==> src/rtl/sdram_arbiter_if.sv <==
// Bundle of requester-side and sdram-side signals around the two-port arbiter.
// The arbiter takes the slave view; requesters and the memory model take the master view.
interface sdram_arbiter_if #(
    parameter int AW = 12,
    parameter int DW = 16,
    parameter int BW = 2
);
    logic          req0;
    logic          req1;
    logic          we0;
    logic          we1;
    logic [AW-1:0] addr0;
    logic [AW-1:0] addr1;
    logic [BW-1:0] be0;
    logic [BW-1:0] be1;
    logic [DW-1:0] wdata0;
    logic [DW-1:0] wdata1;
    logic          ack0;
    logic          ack1;
    logic          err0;
    logic          err1;
    logic [DW-1:0] rdata0;
    logic [DW-1:0] rdata1;
    logic [AW-1:0] mem_address;
    logic [BW-1:0] mem_be;
    logic [DW-1:0] mem_wdata;
    logic          mem_rden;
    logic          mem_wren;
    logic [DW-1:0] mem_rdata;
    logic          mem_ack;
    logic          busy;

    modport slave (
        input  req0, req1, we0, we1, addr0, addr1, be0, be1, wdata0, wdata1,
        input  mem_rdata, mem_ack,
        output ack0, ack1, err0, err1, rdata0, rdata1,
        output mem_address, mem_be, mem_wdata, mem_rden, mem_wren, busy
    );

    modport master (
        output req0, req1, we0, we1, addr0, addr1, be0, be1, wdata0, wdata1,
        output mem_rdata, mem_ack,
        input  ack0, ack1, err0, err1, rdata0, rdata1,
        input  mem_address, mem_be, mem_wdata, mem_rden, mem_wren, busy
    );
endinterface

==> src/rtl/sdram_arbiter.sv <==
// Round-robin arbiter for two requesters (0 = fetch, 1 = load/store) in front of
// the sdram controller's single command port, with a completion timeout.
module sdram_arbiter #(
    parameter int AW      = 12,
    parameter int DW      = 16,
    parameter int BW      = 2,
    parameter int TIMEOUT = 64
) (
    input  logic            clk,
    input  logic            reset,
    sdram_arbiter_if.slave  bus
);
    localparam int            CW       = $clog2(TIMEOUT);
    localparam logic [CW-1:0] CNT_LAST = CW'(TIMEOUT - 1);

    typedef enum logic [1:0] {
        IDLE = 2'd0,
        BUSY = 2'd1,
        RESP = 2'd2
    } state_t;

    state_t        r_state;
    logic          r_lastGnt;
    logic          r_gnt;
    logic [CW-1:0] r_cnt;
    logic [AW-1:0] r_memAddress;
    logic [BW-1:0] r_memBe;
    logic [DW-1:0] r_memWdata;
    logic          r_memRden;
    logic          r_memWren;
    logic          r_ack0;
    logic          r_ack1;
    logic          r_err0;
    logic          r_err1;
    logic [DW-1:0] r_rdata0;
    logic [DW-1:0] r_rdata1;

    logic w_anyReq;
    logic w_winner;
    logic w_done;

    // On contention the port that did not win last time goes next.
    assign w_anyReq = bus.req0 | bus.req1;
    assign w_winner = (bus.req0 & bus.req1) ? ~r_lastGnt : bus.req1;
    assign w_done   = bus.mem_ack | (r_cnt == CNT_LAST);

    always_ff @(posedge clk or posedge reset) begin
        if (reset) begin
            r_state      <= IDLE;
            r_lastGnt    <= 1'b1;
            r_gnt        <= 1'b0;
            r_cnt        <= '0;
            r_memAddress <= '0;
            r_memBe      <= '0;
            r_memWdata   <= '0;
            r_memRden    <= 1'b0;
            r_memWren    <= 1'b0;
            r_ack0       <= 1'b0;
            r_ack1       <= 1'b0;
            r_err0       <= 1'b0;
            r_err1       <= 1'b0;
            r_rdata0     <= '0;
            r_rdata1     <= '0;
        end else begin
            case (r_state)
                IDLE: begin
                    if (w_anyReq) begin
                        r_gnt        <= w_winner;
                        r_lastGnt    <= w_winner;
                        r_memAddress <= w_winner ? bus.addr1  : bus.addr0;
                        r_memBe      <= w_winner ? bus.be1    : bus.be0;
                        r_memWdata   <= w_winner ? bus.wdata1 : bus.wdata0;
                        r_memRden    <= w_winner ? ~bus.we1   : ~bus.we0;
                        r_memWren    <= w_winner ? bus.we1    : bus.we0;
                        r_cnt        <= '0;
                        r_state      <= BUSY;
                    end
                end
                BUSY: begin
                    r_cnt <= r_cnt + 1'b1;
                    // A completion on the last allowed cycle still counts as success.
                    if (w_done) begin
                        r_memRden <= 1'b0;
                        r_memWren <= 1'b0;
                        r_ack0    <= ~r_gnt;
                        r_ack1    <= r_gnt;
                        r_err0    <= ~r_gnt & ~bus.mem_ack;
                        r_err1    <= r_gnt & ~bus.mem_ack;
                        r_state   <= RESP;
                        if (bus.mem_ack) begin
                            if (!r_memWren) begin
                                if (r_gnt) r_rdata1 <= bus.mem_rdata;
                                else       r_rdata0 <= bus.mem_rdata;
                            end
                        end else begin
                            if (r_gnt) r_rdata1 <= '0;
                            else       r_rdata0 <= '0;
                        end
                    end
                end
                RESP: begin
                    r_ack0  <= 1'b0;
                    r_ack1  <= 1'b0;
                    r_err0  <= 1'b0;
                    r_err1  <= 1'b0;
                    r_state <= IDLE;
                end
                default: r_state <= IDLE;
            endcase
        end
    end

    assign bus.mem_address = r_memAddress;
    assign bus.mem_be      = r_memBe;
    assign bus.mem_wdata   = r_memWdata;
    assign bus.mem_rden    = r_memRden;
    assign bus.mem_wren    = r_memWren;
    assign bus.ack0        = r_ack0;
    assign bus.ack1        = r_ack1;
    assign bus.err0        = r_err0;
    assign bus.err1        = r_err1;
    assign bus.rdata0      = r_rdata0;
    assign bus.rdata1      = r_rdata1;
    assign bus.busy        = (r_state != IDLE);
endmodule

==> src/flat_wrapper.sv <==
// flat-port wrapper written by rule: the top's interface ports become plain ports
module sdram_arbiter_flat 
#(
    parameter int AW      = 12,
    parameter int DW      = 16,
    parameter int BW      = 2,
    parameter int TIMEOUT = 64
)
  (clk, reset, bus_req0, bus_req1, bus_we0, bus_we1, bus_addr0, bus_addr1, bus_be0, bus_be1, bus_wdata0, bus_wdata1, bus_mem_rdata, bus_mem_ack, bus_ack0, bus_ack1, bus_err0, bus_err1, bus_rdata0, bus_rdata1, bus_mem_address, bus_mem_be, bus_mem_wdata, bus_mem_rden, bus_mem_wren, bus_busy);
  sdram_arbiter_if #(.AW(AW), .DW(DW), .BW(BW)) bus_i ();
  input  logic clk;
  input  logic reset;
  input wire logic [$bits(bus_i.req0)-1:0] bus_req0;
  input wire logic [$bits(bus_i.req1)-1:0] bus_req1;
  input wire logic [$bits(bus_i.we0)-1:0] bus_we0;
  input wire logic [$bits(bus_i.we1)-1:0] bus_we1;
  input wire logic [$bits(bus_i.addr0)-1:0] bus_addr0;
  input wire logic [$bits(bus_i.addr1)-1:0] bus_addr1;
  input wire logic [$bits(bus_i.be0)-1:0] bus_be0;
  input wire logic [$bits(bus_i.be1)-1:0] bus_be1;
  input wire logic [$bits(bus_i.wdata0)-1:0] bus_wdata0;
  input wire logic [$bits(bus_i.wdata1)-1:0] bus_wdata1;
  input wire logic [$bits(bus_i.mem_rdata)-1:0] bus_mem_rdata;
  input wire logic [$bits(bus_i.mem_ack)-1:0] bus_mem_ack;
  output wire logic [$bits(bus_i.ack0)-1:0] bus_ack0;
  output wire logic [$bits(bus_i.ack1)-1:0] bus_ack1;
  output wire logic [$bits(bus_i.err0)-1:0] bus_err0;
  output wire logic [$bits(bus_i.err1)-1:0] bus_err1;
  output wire logic [$bits(bus_i.rdata0)-1:0] bus_rdata0;
  output wire logic [$bits(bus_i.rdata1)-1:0] bus_rdata1;
  output wire logic [$bits(bus_i.mem_address)-1:0] bus_mem_address;
  output wire logic [$bits(bus_i.mem_be)-1:0] bus_mem_be;
  output wire logic [$bits(bus_i.mem_wdata)-1:0] bus_mem_wdata;
  output wire logic [$bits(bus_i.mem_rden)-1:0] bus_mem_rden;
  output wire logic [$bits(bus_i.mem_wren)-1:0] bus_mem_wren;
  output wire logic [$bits(bus_i.busy)-1:0] bus_busy;
  assign bus_i.req0 = bus_req0;
  assign bus_i.req1 = bus_req1;
  assign bus_i.we0 = bus_we0;
  assign bus_i.we1 = bus_we1;
  assign bus_i.addr0 = bus_addr0;
  assign bus_i.addr1 = bus_addr1;
  assign bus_i.be0 = bus_be0;
  assign bus_i.be1 = bus_be1;
  assign bus_i.wdata0 = bus_wdata0;
  assign bus_i.wdata1 = bus_wdata1;
  assign bus_i.mem_rdata = bus_mem_rdata;
  assign bus_i.mem_ack = bus_mem_ack;
  assign bus_ack0 = bus_i.ack0;
  assign bus_ack1 = bus_i.ack1;
  assign bus_err0 = bus_i.err0;
  assign bus_err1 = bus_i.err1;
  assign bus_rdata0 = bus_i.rdata0;
  assign bus_rdata1 = bus_i.rdata1;
  assign bus_mem_address = bus_i.mem_address;
  assign bus_mem_be = bus_i.mem_be;
  assign bus_mem_wdata = bus_i.mem_wdata;
  assign bus_mem_rden = bus_i.mem_rden;
  assign bus_mem_wren = bus_i.mem_wren;
  assign bus_busy = bus_i.busy;
  sdram_arbiter #(.AW(AW), .DW(DW), .BW(BW), .TIMEOUT(TIMEOUT)) u_core (.clk(clk), .reset(reset), .bus(bus_i));
endmodule
==> config.mk <==
export PLATFORM = sky130hd
export DESIGN_NAME = sdram_arbiter_flat
export DESIGN_NICKNAME = d
export VERILOG_FILES = /design/src/rtl/sdram_arbiter_if.sv /design/src/rtl/sdram_arbiter.sv /design/src/flat_wrapper.sv
export SDC_FILE = /design/constraint.sdc
export NUM_CORES = 1
export LEC_CHECK = 0
export BUFFER_PORTS_ARGS = -buffer_cell sky130_fd_sc_hd__buf_2
export CAP_MARGIN = 25
export CELL_PAD_IN_SITES_DETAIL_PLACEMENT = 0
export CELL_PAD_IN_SITES_GLOBAL_PLACEMENT = 1
export CORE_MARGIN = 1
export CORE_UTILIZATION = 33
export CTS_CLUSTER_SIZE = 28
export DETAILED_ROUTE_END_ITERATION = 7
export GPL_TIMING_DRIVEN = 0
export PLACE_DENSITY_LB_ADDON = 0.1
export SYNTH_ARGS = -nofsm -noshare
export SYNTH_HDL_FRONTEND = slang
export SYNTH_SLANG_ARGS = --single-unit
export TNS_END_PERCENT = 10
==> constraint.sdc <==
create_clock -name clk -period 2.1 [get_ports clk]
set_clock_uncertainty 0.15 [all_clocks]
set_input_delay 0.105 -clock clk [delete_from_list [all_inputs] [get_ports clk]]
set_output_delay 0.105 -clock clk [all_outputs]
set_load 0.01 [all_outputs]
Word level (Yosys, flattened, before mapping)
Cells that the tools add are included.

word-level totals
  flip-flop bits (word level) = 78
  input bits = 83
  output and inout bits = 69

cells by class
  $add $sub $neg = 1
  equality and inequality tests = 8
  multiplexer cells = 32
  bitwise logic cells = 10
  reductions and logical operators = 13

operator list
  operator                                                                number
  16-bit 2-to-1 mux                                                       9
  12-bit 2-to-1 mux                                                       1
  1-bit case mux with 2 select lines                                      6
  6-bit case mux with 2 select lines                                      1
  1-bit 2-to-1 mux                                                        10
  5-bit AND reduction                                                     2
  2-bit nonzero test                                                      5
  2-bit AND reduction                                                     4
  6-bit by 1-bit adder with 6-bit output (second input constant)          1
  6-bit equality test (second input constant)                             1
  2-bit 2-to-1 mux                                                        3
  6-bit 2-to-1 mux                                                        1
  2-bit != test (second input constant)                                   3
  1-bit NOT                                                               5
  2-bit by 1-bit != test with 1-bit output (second input constant)        2
  2-bit case mux with 2 select lines                                      1
  1-bit bitwise AND                                                       3
  3-bit AND reduction                                                     1
  2-bit by 1-bit equality test with 1-bit output (second input constant)  1
  2-bit equality test (second input constant)                             1
  2-bit zero test                                                         1
  1-bit bitwise OR                                                        2

Depth between registers and ports, before layout
  depth in word-level cells = 5
  depth in mapped cells = 6
  gate-level depth less buffers = 4

Least setup slack after synthesis
Ideal clock, no wire load.

  path type = reg2reg
  start = register u_core.r_cnt[0]
  end = register u_core.r_memWren (netlist: u_core.bus.mem_wren)
  setup time = 0.125 ns
  arrival time = 1.286 ns
  required time = 1.825 ns
  slack = 0.539 ns
  cell stages (with the launch flop) = 5
  clock period less this slack = 1.561 ns
  path through = dfrtp_1 -> ha_1 -> nand2_1 -> o311a_1 -> mux2_2

between the ends
  word-level cells in the longest chain between the ends = 4

RTL lines
  element                                             line                 text
  start, declared                                     sdram_arbiter.sv:25  logic [CW-1:0] r_cnt;
  start signal, assigned                              sdram_arbiter.sv:80  r_cnt <= r_cnt + 1'b1;
  6-bit equality test                                 sdram_arbiter.sv:45  assign w_done = bus.mem_ack | (r_cnt == CNT_LAST);
  1-bit bitwise OR                                    sdram_arbiter.sv:45
  2-bit by 1-bit != test with 1-bit output (no line)  --
  3-bit AND reduction (no line)                       --
  end signal, assigned                                sdram_arbiter.sv:74  r_memWren <= w_winner ? bus.we1 : bus.we0;
  end, declared                                       sdram_arbiter.sv:30  logic r_memWren;

No other way between the ends.
A chain may end at the register's enable or synchronous reset.

Worst setup path in the final report
  start = register u_core.r_lastGnt
  end = register u_core.r_memRden (netlist: u_core.bus.mem_rden)

between the ends
  word-level cells in the longest chain between the ends = 5

RTL lines
  element                             line                 text
  start, declared                     sdram_arbiter.sv:23  logic r_lastGnt;
  start signal, assigned              sdram_arbiter.sv:69  r_lastGnt <= w_winner;
  1-bit NOT                           sdram_arbiter.sv:44  assign w_winner = (bus.req0 & bus.req1) ? ~r_lastGnt : bus.req1;
  1-bit 2-to-1 mux                    sdram_arbiter.sv:44
  1-bit 2-to-1 mux                    sdram_arbiter.sv:73  r_memRden <= w_winner ? ~bus.we1 : ~bus.we0;
  1-bit 2-to-1 mux                    sdram_arbiter.sv:67  if (w_anyReq) begin
  1-bit case mux with 2 select lines  sdram_arbiter.sv:65  case (r_state)
  end signal, assigned                sdram_arbiter.sv:73
  end, declared                       sdram_arbiter.sv:29  logic r_memRden;

No other way between the ends. The select of a mux whose other input is x is not followed.

==> results_dict.tcl <==
set metrics [dict create \
    status "finished, violations left" \
    violations "DRC" \
    cts_max_level 3 \
    rsz0062_at_grt "false" \
    path_clk_slew_ps 60 \
    die_h_um 111 \
    wirelength_um 11200 \
    r2r_start "u_core.r_lastGnt" \
    via_per_inst 4.82 \
    synth.most_common_cell "o21ai_0" \
    rrSetupSlack_ps 100 \
    start_util 0.341 \
    drive_above_1_share 0.327 \
    drt_iter0_drc 197 \
    grt_pass1_wl_um 19200 \
    synthFlopType "dfrtp_1" \
    gp_congestion 0.726 \
    grtUsageTotal 0.196 \
    async_flop_share 1.00 \
    synth_commonest_cells "o21ai_0, dfrtp_1, mux2i_1" \
    rr_worst_depth 5 \
    hp-start "bus_mem_ack" \
    worst_pin_slew_ps 638 \
    post-route-period-util 0.951 \
    timing.rr.end "u_core.bus.mem_rden" \
    vias 3622 \
    clkLatencyLatePin_ps 330 \
    pwr-share-seq 0.346 \
    p_leak_nw 2.77 \
    startpoint_type "register" \
    grt_max_degree 35 \
    layout_setup_ws_ps 103 \
    synth_top_area_share 0.490 \
    placed_area_um2 4910 \
    diodes 0 \
    core_um2 11500 \
    required_ps 2200 \
    synth_area_leaders "dfrtp_1, mux2i_1, o21ai_0" \
    ys_types 40 \
    ys_warn_count 0 \
    relSlewSlack 0.573 \
    cts_buffer_depth 2 \
    die_area_um2 12400 \
    grt_antenna_before_repair 0 \
    hold_path_class "in2reg" \
    postSynthCellCount 375 \
    drtAntennaViolNets 0 \
    cts_sinks 78 \
    cts_tree "yes" \
    clock_tree.root_cell "clkbuf_16" \
    utilization 0.509 \
    critical_path.endpoint_type "register" \
    first_pass_iters 6 \
    cts_made_buffers 9 \
    io_buffer_count 151 \
    yosysSeqAreaShare 0.497 \
    worst-setup-path-type "reg2reg" \
    fillCellCount 1088 \
    ys_ff_latch 78 \
    finalPower_mw 7.29 \
    synth_nets 459 \
    avgSynthCellArea_um2 10.5 \
    max_cap_viol_count 0 \
    netlist_area_um2 3930 \
    final_area_um2 5870 \
    p_int_mw 4.61 \
    pre_cts_ws_ps 163 \
    min_to "u_core.bus.rdata0[15]" \
    powerDensity_nw_per_um2 1240 \
    dp_hpwl_um 7910 \
    cp_max_fo 5 \
    synth_edf_count 0 \
    finalSetupTns_ps 0 \
    drv_slew 0 \
    pwr-share-comb 0.434 \
    max_freq_mhz 501 \
    hold_viol 0 \
    area_growth_pct 49.2 \
    final_net_count 687 \
    die_w_um 111 \
    switching_power_mw 2.68 \
    top_level_ports 152 \
    sw_frac_of_total 0.367 \
    setup_viol 0 \
    pwr-share-clk 0.220 \
    worstHoldPathCells 3 \
    synth_top_cell_by_area "dfrtp_1" \
    worstPathArrival_ps 2100 \
    grt_pass1_vias 3824 \
    peakVddDrop_v 0.000492 \
    grt_overflow 0 \
    wl_per_cell_um 14.9 \
    route.detailed.drc 18 \
    rows 39 \
    fin_crit_ps 2000 \
]
==> worst max-delay path: stages (launching register included) <==
cell and delay (ps):
dfstp_2 520, a21boi_1 60, buf_4 160, mux2_2 310
dlygate4sd3_1 590, mux2i_1 140
==> power groups by stage <==
| stage | Combinational (mW) | Clock [mW] | Sequential, mW |
|---|---|---|---|
| 3_5_place_dp | 3.09 | 0 | 2.54 |
| 6_report | 3.16 | 1.60 | 2.53 |
| 4_1_cts | 3.19 | 1.65 | 2.53 |
| 3_3_place_gp | 3.03 | 0 | 2.54 |
| 2_1_floorplan | 1.71 | 0 | 2.76 |
| 5_1_grt | 3.54 | 1.72 | 2.61 |
==> final cells by class <==
cell class,count,area [um2],share of cell area
Buffer,30,184,0.0313
Multi-Input combinational cell,262,1790,0.305
Clock buffer,15,278,0.0473
Inverter,5,22.5,0.00384
Timing Repair Buffer,217,1430,0.244
Sequential cell,78,1950,0.333
Tap cell,143,179,0.0305
Clock inverter,1,30.0,0.00512
==> cells by family after synthesis <==
family | Yosys count | share of synthesized area
multiplexers | 70 | 0.180
AO/OA/AOI/OAI | 111 | 0.153
AND/OR/NAND/NOR | 80 | 0.118
adder cells (fa/ha/maj) | 1 | 0.00318
flip-flops | 78 | 0.497
buffers and inverters | 35 | 0.0487
==> cells in the final DEF, fill, tap and decap left out, types with 2 or more instances in the layout <==
| master | count |
|---|---|
| nand2b_1 | 4 |
| mux2_2 | 4 |
| nor2_1 | 2 |
| buf_12 | 2 |
| o221ai_1 | 2 |
| clkbuf_16 | 9 |
| buf_4 | 6 |
| nor2_4 | 2 |
| o21ai_1 | 2 |
| dlygate4sd3_1 | 63 |
| o211ai_1 | 2 |
| nand4_1 | 2 |
| nor3b_1 | 2 |
| o21ai_0 | 95 |
| dfrtp_1 | 77 |
| nand3_1 | 2 |
| clkbuf_1 | 16 |
| buf_6 | 6 |
| inv_1 | 3 |
| buf_2 | 155 |
| and3b_1 | 17 |
| mux2i_1 | 66 |
| o311ai_0 | 2 |
| clkbuf_2 | 2 |
| nand2_1 | 41 |
| clkbuf_8 | 3 |
| o22ai_1 | 2 |
==> metal layers <==
metal	vias to the layer above	track usage	wire, um
met4	0	0.0829	271
met5	-	0	0
li1	1796	-	-
met2	117	0.325	5260
met3	19	0.0405	683
met1	1690	0.250	5010
==> sequential cells by signal, summed over array words and instances (netlist names), 2 cells and up <==
register / flops
u_core.bus.mem_address: 12
u_core.bus.mem_be: 2
u_core.bus.mem_wdata: 16
u_core.bus.rdata0: 16
u_core.bus.rdata1: 16
u_core.r_cnt: 6
u_core.r_state: 2
==> repair_timing <==
item / 4_1_cts / 5_1_grt
resized for setup: 0 / 7
hold buffers: 63 / 0
buffers inserted: 0 / 1
setup endpoints to repair: 0 / 14
endpoints found under the hold margin: 75 / 0
==> worst max path at each step <==
stage | to | start | slack [ps] | cells after the start
detailed placement | u_core.bus.rdata1[0] | u_core.r_cnt[0] | 160 | 5
global placement | u_core.bus.rdata1[0] | u_core.r_cnt[0] | 180 | 5
floorplan | u_core.bus.mem_wren | u_core.r_cnt[0] | 540 | 4
finish | u_core.bus.mem_rden | u_core.r_lastGnt | 100 | 5
CTS | u_core.bus.mem_rden | u_core.r_lastGnt | 3 | 5
global route | u_core.bus.mem_rden | u_core.r_lastGnt | 50 | 5
==> through the flow <==
step           std cells  hold slack [ps]
4_1_cts              750             6.64
5_1_grt              751             47.0
3_5_place_dp         671            -22.0
3_3_place_gp         669              242
2_1_floorplan        375              137
6_report             751             12.9
No activity file was read; power rests on OpenSTA's default activity.
